File: src/rtl/ps2_pkg.sv
// Shared types and constants for the PS/2 mouse packet receive path.
package ps2_pkg;

  localparam int PS2_BYTE_W   = 8;
  localparam int PS2_PKT_W    = 24;
  localparam int PS2_SYNC_BIT = 3;

  typedef enum logic [1:0] {
    WAIT_B1,
    WAIT_B2,
    WAIT_B3
  } state_t;

  typedef struct packed {
    logic [PS2_BYTE_W-1:0] b1;
    logic [PS2_BYTE_W-1:0] b2;
    logic [PS2_BYTE_W-1:0] b3;
  } pkt_t;

endpackage

File: src/rtl/ps2_pkt_fifo.sv
// Synchronous packet FIFO, head presented combinationally from storage.
// A push while full is accepted when a pop happens at the same edge.
module ps2_pkt_fifo #(
  parameter  int DEPTH = 2,
  parameter  int W     = 24,
  localparam int AW    = $clog2(DEPTH)
) (
  input  logic          clk,
  input  logic          reset_n,
  input  logic          push,
  input  logic [W-1:0]  din,
  input  logic          pop,
  output logic [W-1:0]  dout,
  output logic          full,
  output logic          empty,
  output logic [AW:0]   level
);

  logic [W-1:0]  mem [DEPTH];
  logic [AW-1:0] wr_ptr;
  logic [AW-1:0] rd_ptr;
  logic          do_push;
  logic          do_pop;

  assign do_pop  = pop && !empty;
  assign do_push = push && (!full || do_pop);
  assign full    = (level == (AW+1)'(DEPTH));
  assign empty   = (level == '0);
  assign dout    = mem[rd_ptr];

  // Pointers rely on DEPTH being a power of two so they wrap naturally.
  always_ff @(posedge clk or negedge reset_n) begin
    if (!reset_n) begin
      for (int i = 0; i < DEPTH; i++) mem[i] <= '0;
      wr_ptr <= '0;
      rd_ptr <= '0;
      level  <= '0;
    end else begin
      if (do_push) begin
        mem[wr_ptr] <= din;
        wr_ptr      <= wr_ptr + 1'b1;
      end
      if (do_pop) rd_ptr <= rd_ptr + 1'b1;
      case ({do_push, do_pop})
        2'b10:   level <= level + 1'b1;
        2'b01:   level <= level - 1'b1;
        default: level <= level;
      endcase
    end
  end

endmodule

File: src/rtl/ps2_pkt_ctrl.sv
// Frames PS/2 mouse bytes into 3-byte packets, queues them for the host, counts drops.
// Optional mid-packet idle resync enabled by defining PS2_PKT_TIMEOUT_EN.
module ps2_pkt_ctrl
  import ps2_pkg::*;
#(
  parameter int FIFO_DEPTH     = 2,
  parameter int CNT_W          = 8,
  parameter int TIMEOUT_CYCLES = 1000
) (
  input  logic                          clk,
  input  logic                          reset_n,
  input  logic                          byte_valid,
  input  logic [PS2_BYTE_W-1:0]         byte_data,
  output logic                          pkt_valid,
  input  logic                          pkt_ready,
  output logic [PS2_PKT_W-1:0]          pkt_data,
  output logic [$clog2(FIFO_DEPTH):0]   fifo_level,
  output logic [CNT_W-1:0]              drop_cnt,
  output logic                          sync_lost
);

  if (FIFO_DEPTH < 2 || (FIFO_DEPTH & (FIFO_DEPTH - 1)) != 0 || TIMEOUT_CYCLES < 2) begin : g_param_chk
    $error("ps2_pkt_ctrl: FIFO_DEPTH must be a power of 2 >= 2 and TIMEOUT_CYCLES >= 2");
  end

  state_t                state;
  state_t                state_nxt;
  logic [PS2_BYTE_W-1:0] b1;
  logic [PS2_BYTE_W-1:0] b2;
  logic                  b1_ld;
  logic                  b2_ld;
  logic                  push_req;
  logic                  discard;
  logic                  tmo_hit;
  logic                  fifo_full;
  logic                  fifo_empty;
  logic                  pop;
  logic                  drop;
  pkt_t                  pkt;

  always_comb begin
    state_nxt = state;
    b1_ld     = 1'b0;
    b2_ld     = 1'b0;
    push_req  = 1'b0;
    discard   = 1'b0;
    if (byte_valid) begin
      case (state)
        WAIT_B1: begin
          if (byte_data[PS2_SYNC_BIT]) begin
            b1_ld     = 1'b1;
            state_nxt = WAIT_B2;
          end else begin
            discard = 1'b1;
          end
        end
        WAIT_B2: begin
          b2_ld     = 1'b1;
          state_nxt = WAIT_B3;
        end
        WAIT_B3: begin
          push_req  = 1'b1;
          state_nxt = WAIT_B1;
        end
        default: state_nxt = WAIT_B1;
      endcase
    end else if (tmo_hit) begin
      state_nxt = WAIT_B1;
    end
  end

`ifdef PS2_PKT_TIMEOUT_EN
  localparam int TMO_W = $clog2(TIMEOUT_CYCLES);
  logic [TMO_W-1:0] tmo_cnt;

  // tmo_cnt holds the number of idle cycles already spent mid-packet.
  assign tmo_hit = (state != WAIT_B1) && (tmo_cnt == TMO_W'(TIMEOUT_CYCLES - 1));

  always_ff @(posedge clk or negedge reset_n) begin
    if (!reset_n) begin
      tmo_cnt <= '0;
    end else if (byte_valid || state == WAIT_B1 || tmo_hit) begin
      tmo_cnt <= '0;
    end else begin
      tmo_cnt <= tmo_cnt + 1'b1;
    end
  end
`else
  assign tmo_hit = 1'b0;
`endif

  always_ff @(posedge clk or negedge reset_n) begin
    if (!reset_n) begin
      state     <= WAIT_B1;
      b1        <= '0;
      b2        <= '0;
      sync_lost <= 1'b0;
    end else begin
      state     <= state_nxt;
      sync_lost <= discard || (tmo_hit && !byte_valid);
      if (b1_ld) b1 <= byte_data;
      if (b2_ld) b2 <= byte_data;
    end
  end

  assign pkt       = '{b1: b1, b2: b2, b3: byte_data};
  assign pkt_valid = !fifo_empty;
  assign pop       = pkt_valid && pkt_ready;
  // Full implies non-empty, so pkt_ready alone decides whether a slot frees up.
  assign drop      = push_req && fifo_full && !pkt_ready;

  always_ff @(posedge clk or negedge reset_n) begin
    if (!reset_n) begin
      drop_cnt <= '0;
    end else if (drop && drop_cnt != '1) begin
      drop_cnt <= drop_cnt + 1'b1;
    end
  end

  ps2_pkt_fifo #(
    .DEPTH (FIFO_DEPTH),
    .W     (PS2_PKT_W)
  ) u_fifo (
    .clk     (clk),
    .reset_n (reset_n),
    .push    (push_req),
    .din     (pkt),
    .pop     (pop),
    .dout    (pkt_data),
    .full    (fifo_full),
    .empty   (fifo_empty),
    .level   (fifo_level)
  );

endmodule

File: config.mk
export PLATFORM = sky130hd
export DESIGN_NAME = ps2_pkt_ctrl
export DESIGN_NICKNAME = d
export VERILOG_FILES = /design/src/rtl/ps2_pkg.sv /design/src/rtl/ps2_pkt_fifo.sv /design/src/rtl/ps2_pkt_ctrl.sv
export SDC_FILE = /design/constraint.sdc
export NUM_CORES = 1
export LEC_CHECK = 0
export CORE_MARGIN = 3
export CORE_UTILIZATION = 35
export CTS_CLUSTER_DIAMETER = 80
export DETAILED_ROUTE_END_ITERATION = 7
export HOLD_SLACK_MARGIN = 0.12
export MAX_ROUTING_LAYER = met4
export PLACE_DENSITY_LB_ADDON = 0.25
export SYNTH_ARGS = -nofsm -noshare
export SYNTH_HDL_FRONTEND = slang
export SYNTH_SLANG_ARGS = --single-unit
File: constraint.sdc
create_clock -name clk -period 5.1 [get_ports clk]
set_input_delay 1.02 -clock clk [delete_from_list [all_inputs] [get_ports clk]]
set_output_delay 1.02 -clock clk [all_outputs]
set_load 0.005 [all_outputs]
* Word level (Yosys, flattened, before mapping)
Cells that the tools add are included.
** Storage, ports and cells
- Register bits :: 79
- Logic and storage cells :: 61
- Output and inout bits :: 36
** Cells by class
- Bitwise logic cells :: 2
- $add $sub $neg :: 5
- Muxes and demuxes :: 19
- Magnitude comparators :: 3
- Reduce and logical (&&, ||, !) cells :: 15
- Eq/ne operators :: 7
** Operator list (count)
- $mux 24 :: 4
- $bwmux 48 :: 1
- $demux 24 s1 :: 1
- $mux 1 :: 10
- $add 8x1->8 const B :: 1
- $ne 8x8->1 const B :: 1
- $pmux 2 s2 :: 2
- $logic_and 1x1->1 :: 7
- $eq 2x2->1 const B :: 3
- $eq 2x1->1 const B :: 2
- $ge 2x2->1 const B :: 2
- $logic_not 2->1 :: 2
- $not 1->2 :: 2
- $logic_not 1->1 :: 3
- $add 1x1->1 const B :: 2
- $add 2x1->2 const B :: 1
- $lt 2x1->1 const B :: 1
- $mux 2 :: 1
- $ne 2x2->1 const B :: 1
- $reduce_and 2->1 :: 1
- $reduce_bool 2->1 :: 1
- $sub 2x1->2 const B :: 1
- $logic_or 1x1->1 :: 1

* Depth between registers and ports, before layout
Gate-level depths: netlist (run 1).
- Depth after elaboration :: 8
- Gate-level depth with buffers :: 7
- Depth with buffers taken out :: 6

* Hierarchy
Synthesis (run 1) repeated with hierarchy kept, for this count alone.
** Unflattened totals
- Cell total of the unflattened synthesis :: 241
- Area, all modules :: 3628.5 um^2
** Modules (own cells, without submodules)
- ps2_pkt_fifo :: cells an instance 154, seq. area each 1301.2 um^2, area each 2471.1 um^2, instances 1
- ps2_pkt_ctrl :: cells an instance 87, seq. area each 675.6 um^2, area each 1157.4 um^2, instances 1

* Worst setup path before layout (run 1)
Ideal clock, no wire load.
- Kind :: register -> output
- From :: register u_fifo.rd_ptr
- To :: output port pkt_data[10]
- Slack :: 2.809 ns
- Arrival time :: 1.271 ns
- Stages on the path, launching flop included :: 4
- Cell sequence :: dfrtp_1 > clkbuf_1 > buf_1 > mux2_2
** On the way
- Longest elaborated chain between the ends :: 4
** Ends and longest elaborated chain
- start, declared :: line ps2_pkt_fifo.sv:21 : logic [AW-1:0] rd_ptr;
- start signal, assigned :: line ps2_pkt_fifo.sv:43 : if (do_pop) rd_ptr <= rd_ptr + 1'b1;
- $not 1->2 (implied by the code) :: line ps2_pkt_fifo.sv:29 : assign dout = mem[rd_ptr];
- $mux 24 (implied by the code) (3 in series) :: line ps2_pkt_fifo.sv:29
- end, declared :: line ps2_pkt_ctrl.sv:16 : output logic [PS2_PKT_W-1:0] pkt_data,
No other way between the ends. The select of a mux whose other input is x is not followed.

* Worst setup path after layout (run 1)
- From :: register u_fifo.rd_ptr
- To :: output port pkt_data[15]
The elaborated chain is that of the path after synthesis.

==> results of run 1 <==
routing by layer:
| layer | up-vias | GRT usage |
|---|---|---|
| met5 | - | - |
| met4 | 0 | 0.0562 |
| met3 | 6 | 0.0272 |
| met2 | 33 | 0.190 |
| met1 | 1006 | 0.165 |
| li1 | 900 | - |
cell usage after synthesis:
cell type  number
a21o_1          1
a21oi_1         1
a31oi_1         2
and2_1          1
and3b_1         1
buf_1           1
buf_2           1
buf_4           1
buf_6           4
clkbuf_1        1
dfrtp_1        79
ha_1            2
inv_1           4
mux2_2         89
mux2_4          2
nand2_1         4
nand2_4         1
nand2b_1        1
nand3_1         4
nand3_2         1
nand4_1         2
nor2_1          3
nor2_4          1
nor3_1          3
nor3b_1         1
nor4_1          1
nor4b_4         1
o211ai_1        1
o21ai_0         1
or2_2           2
or3b_4          1
xnor2_1         4
xor2_1          4
cells by family after synthesis:
kind of cell / synth area share
muxes: 0.303
adders and majority gates: 0.00734
xor gates and xnor gates: 0.0205
buffers and inverters: 0.0235
DFF: 0.580
and+or+nand+nor: 0.0554
AOI/OAI and AO/OA: 0.0110
registers in the layout (all words and copies together) (netlist names):
register / flops
state: 2
u_fifo.level: 2
b2: 8
drop_cnt: 8
u_fifo.mem: 48
u_fifo.wr_ptr: 1
b1: 8
u_fifo.rd_ptr: 1
sync_lost: 1
layout make-up:
cell class	count	area (sq um)
Fill cell	868	5210
Sequential cell	79	1980
Multi-Input combinational cell	135	1350
Timing Repair Buffer	48	475
Tap cell	129	161
Clock buffer	9	124
Clock inverter	7	57.6
Inverter	4	15.0
worst max-delay path, stage by stage, from the launching register on:
cell and delay [ps]:
dfrtp_1 820, buf_4 330, mux2_2 370, clkdlybuf4s50_1 450
metrics by stage:
stage / instances / total power [mW] / worst slack (ps) / hold WS, ps
5_1_grt: 411 / 2.53 / 1650 / 524
2_1_floorplan: 226 / 1.52 / 2810 / 453
4_1_cts: 411 / 2.40 / 1680 / 500
3_5_place_dp: 395 / 1.97 / 1900 / 478
6_report: 411 / 2.37 / 1770 / 495
3_3_place_gp: 395 / 1.95 / 1920 / 480
report_power, final:
part	switching [mW]	internal, mW
logic	0.257	0.621
clock network	0.246	0.183
registers	0.175	0.883
path summary, 6_finish.rpt:
path,end,cells after the start
min in group asynchronous,u_fifo.mem[43],1
min reg2reg,b1[3],1
max in group asynchronous,u_fifo.wr_ptr,1
max reg2reg,u_fifo.mem[24],4
max,pkt_data[15],3
min,b1[3],1
==> flow_summary.json, run 1 <==
{
  "status": "finished clean",
  "start_util": 0.364,
  "cts_buffers": 9,
  "hold_buffers": 0,
  "gp_congestion": 0.734,
  "fmax_mhz": 300,
  "maxUsedRoutingLayer": "met4",
  "yosysSeqAreaShare": 0.580,
  "clk_pin_slew_ps": 90,
  "grtUsageTotal": 0.126,
  "synth.net_count": 240,
  "power.density_mw_per_mm2": 568,
  "critPathRequiredTime_ps": 4080,
  "drive_gt1_frac": 0.411,
  "dr.pass1.iters": 4,
  "post_cts_resized": 0,
  "core_area_sq_mm": 0.00937,
  "synthCells": 226,
  "placed_area_sq_mm": 0.00398,
  "wl_met3_um": 203,
  "vias": 1945,
  "viasPerCell": 4.73,
  "rsz0062_at_grt": "no",
  "critical_path.startpoint": "u_fifo.rd_ptr",
  "final_cell_mix": "89 x mux2_2, 79 x dfrtp_1, 46 x clkdlybuf4s50_1, 9 x clkbuf_8",
  "yosys.area.top_type": "dfrtp_1",
  "syn_to_final_growth_pct": 22.1,
  "mostFrequentLayoutCell": "mux2_2",
  "cts_buffer_depth": 2,
  "slew_violations": 0,
  "final_hold_viol_count": 0,
  "reg2reg_from": "state[0]",
  "fin_crit_ps": 3330,
  "rows": 35,
  "fin_crit_sh": 0.653,
  "maxCapViolations": 0,
  "dieWidth_um": 105,
  "fin_skew_ps": 15.5,
  "clk_latency_ps": 340,
  "h-tree-depth": 3,
  "totalWireLength_um": 6300,
  "cts_setup_buffers": 0,
  "num-nets-final": 291,
  "slew_headroom": 0.348,
  "hp-start": "b1[3]",
  "yosysWarnings": 0,
  "cp-end-kind": "output port",
  "wire_per_inst_um": 15.3,
  "crit_fanout": 15,
  "synthTopCellsByArea": "dfrtp_1 58%, mux2_2 29%, buf_6 1.3%",
  "fin_util": 0.444,
  "dieHeight_um": 105,
  "antenna_cells": 0,
  "setup_viol": 0,
  "path_class": "reg -> out",
  "drc": 0,
  "worst_ep_arrival_time_ps": 2310,
  "tightestPinTransition_ps": 978,
  "drtIter0Drc": 66,
  "ios": 48,
  "tns_ps": 0,
  "worstHoldPathType": "reg -> reg",
  "worstSetupStartpointType": "register",
  "ys_seq_elements": 79,
  "syn_area_sq_mm": 0.00341,
  "postLayoutCellArea_sq_mm": 0.00416,
  "m1WireLength_um": 3080,
  "synth_top_area_frac": 0.580,
  "antenna_found_initial": 0,
  "place_hpwl_um": 3960,
  "cts_sinks": 79,
  "numPortBuffers": 47,
  "peakVddDrop_mv": 0.191,
  "ant_nets": 0,
  "wl_met2_um": 2960,
  "synth_cell_types": 33,
  "die_area_sq_mm": 0.0110,
  "grt_overflow": 0,
  "grt_max_degree": 80,
  "grt_pass1_vias": 2056,
  "grt_pass1_wl_um": 10600,
  "rrSetupSlack_ps": 2960,
  "cts_tree": "done",
  "leakagePower_nw": 1.77,
  "root_buffer": "clkbuf_8",
  "syn_area_per_cell_sq_um": 15.1
}
Power figures use the tool's default switching activity.
==> inputs of run 2 (changes only) <==
- clock period: 5.1 -> 3.2 ns (I/O delays scaled with it)
==> run 2 against run 1 <==
Compared with the run above:
- die area unchanged
- first-iteration DRC count decreased by 6.1%
- setup slack got worse by 1200 ps
- sequential share of layout area decreased by 0.63 points
- final cell count increased by 0.73%
- register-to-register slack got worse by 1700 ps
- clock power increased by 78%
- count of clock-buffer cells in the layout unchanged
- largest cell class unchanged
- highest routed layer unchanged
==> flow_summary.json, run 2 (same netlist as run 1, synthesis figures left out) <==
{
  "status": "finished clean",
  "swShare": 0.282,
  "dieWidth_um": 105,
  "setup_viol": 0,
  "fin_skew_ps": 16.5,
  "dieHeight_um": 105,
  "crit_fanout": 18,
  "fin_crit_sh": 0.826,
  "cts_sinks": 79,
  "whs_ps": 450,
  "pwr-share-comb": 0.372,
  "critPathRequiredTime_ps": 2560,
  "hold_buffers": 0,
  "rows": 35,
  "peakVddDrop_mv": 0.325,
  "postLayoutCellArea_sq_mm": 0.00422,
  "reg2regPathDepth": 5,
  "pre_cts_ws_ps": 636,
  "slew_headroom": 0.327,
  "mostFrequentLayoutCell": "mux2_2",
  "num-nets-final": 294,
  "crit_chain": "buf_12, mux2_2, clkdlybuf4s50_1",
  "grt_pass1_vias": 2101,
  "syn_to_final_growth_pct": 23.7,
  "worstHoldPathType": "in -> async",
  "cts_buffer_depth": 2,
  "largest-register": "u_fifo.mem",
  "h-tree-depth": 3,
  "dr.pass1.iters": 4,
  "fmax_mhz": 378,
  "clk_latency_ps": 350,
  "final_hold_viol_count": 0,
  "antenna_cells": 0,
  "fill_cells": 898,
  "gp_congestion": 0.735,
  "placed_area_sq_mm": 0.00402,
  "place_hpwl_um": 4020,
  "grt_overflow": 0,
  "drc": 0,
  "drive_gt1_frac": 0.418,
  "tightestPinTransition_ps": 1010,
  "grtUsageTotal": 0.128,
  "power.density_mw_per_mm2": 920,
  "critPathSlowestCell": "dfrtp_1",
  "die_area_sq_mm": 0.0110,
  "antenna_found_initial": 0,
  "final_cell_mix": "89 x mux2_2, 79 x dfrtp_1, 46 x clkdlybuf4s50_1, 9 x clkbuf_8",
  "rsz0062_at_grt": "no",
  "power_switching_mw": 1.10,
  "multiInputGateArea_sq_mm": 0.00135,
  "start_util": 0.364,
  "cts_setup_buffers": 0,
  "largest_reg_flops": 48,
  "worst_ep_arrival_time_ps": 2000,
  "cts_tree": "done",
  "tns_ps": 0,
  "maxCapViolations": 0,
  "drtIter0Drc": 62,
  "viasPerCell": 4.73,
  "slew_violations": 0,
  "leakagePower_nw": 1.80,
  "wire_per_inst_um": 15.4,
  "fin_util": 0.450,
  "ant_nets": 0,
  "p_seq_frac": 0.431,
  "cts_buffers": 9,
  "core_area_sq_mm": 0.00937,
  "cp-end-kind": "output port",
  "final-seq-area_sq_mm": 0.00198,
  "p_clk_frac": 0.196,
  "numPortBuffers": 47,
  "grt_max_degree": 80,
  "worstSetupStartpointType": "register",
  "ios": 48,
  "totalWireLength_um": 6360,
  "vias": 1959,
  "internal-power_mw": 2.78,
  "root_buffer": "clkbuf_8",
  "clk_pin_slew_ps": 100,
  "post_cts_resized": 0,
  "path_class": "reg -> out",
  "fin_crit_ps": 2640,
  "max_stage_delay_ps": 610,
  "worst_slack_ps": 557,
  "grt_pass1_wl_um": 10900
}
## run 2: changes by cell type in the layout (fill, tap and decap cells not counted), sizes merged
| cell | before | now |
|---|---|---|
| clkinvlp | 2 | 3 |
| buf | 2 | 5 |
| bufinv | 0 | 1 |
| clkinv | 3 | 0 |
| inv | 6 | 7 |
## run 2: layout make-up
cell class / count / area share
flip-flops and latches: 79 / 0.468
multi-input cells: 135 / 0.321
repair buffers: 51 / 0.121
well taps: 129 / 0.0382
clock buffers: 9 / 0.0294
clock inverters: 7 / 0.0187
inverters: 4 / 0.00356
## run 2: critical path: cells and delay by family (launching register included)
family | cells | cell delay (ps)
buffers and inverters | 2 | 680
DFF | 1 | 610
muxes | 1 | 370
## run 2: layer usage
layer | GRT usage | share of wire | vias to the layer above
li1 | - | - | 915
met1 | 0.166 | 0.48 | 1010
met2 | 0.193 | 0.48 | 29
met3 | 0.0401 | 0.034 | 5
met4 | 0.0366 | 0.0083 | 0
met5 | - | 0 | -
## run 2: power by group through the flow
| stage | Sequential (mW) | Combinational [mW] | Clock, mW |
|---|---|---|---|
| 2_1_floorplan | 1.60 | 0.830 | 0 |
| 3_3_place_gp | 1.68 | 1.45 | 0 |
| 3_5_place_dp | 1.70 | 1.47 | 0 |
| 4_1_cts | 1.68 | 1.48 | 0.785 |
| 5_1_grt | 1.74 | 1.57 | 0.825 |
| 6_report | 1.67 | 1.44 | 0.762 |
## run 2: final timing paths
path,slack (ps),start,to
max,560,u_fifo.rd_ptr,pkt_data[15]
min,450,reset_n,u_fifo.mem[19]
max reg2reg,1310,state[0],u_fifo.mem[45]
min reg2reg,500,b1[3],b1[3]
max in group asynchronous,2100,reset_n,u_fifo.mem[32]
min in group clk,500,b1[3],b1[3]
## run 2: metrics by stage
step,cells,power (mW)
6_report,414,3.88
2_1_floorplan,226,2.43
3_5_place_dp,398,3.16
3_3_place_gp,398,3.12
4_1_cts,414,3.94
5_1_grt,414,4.14
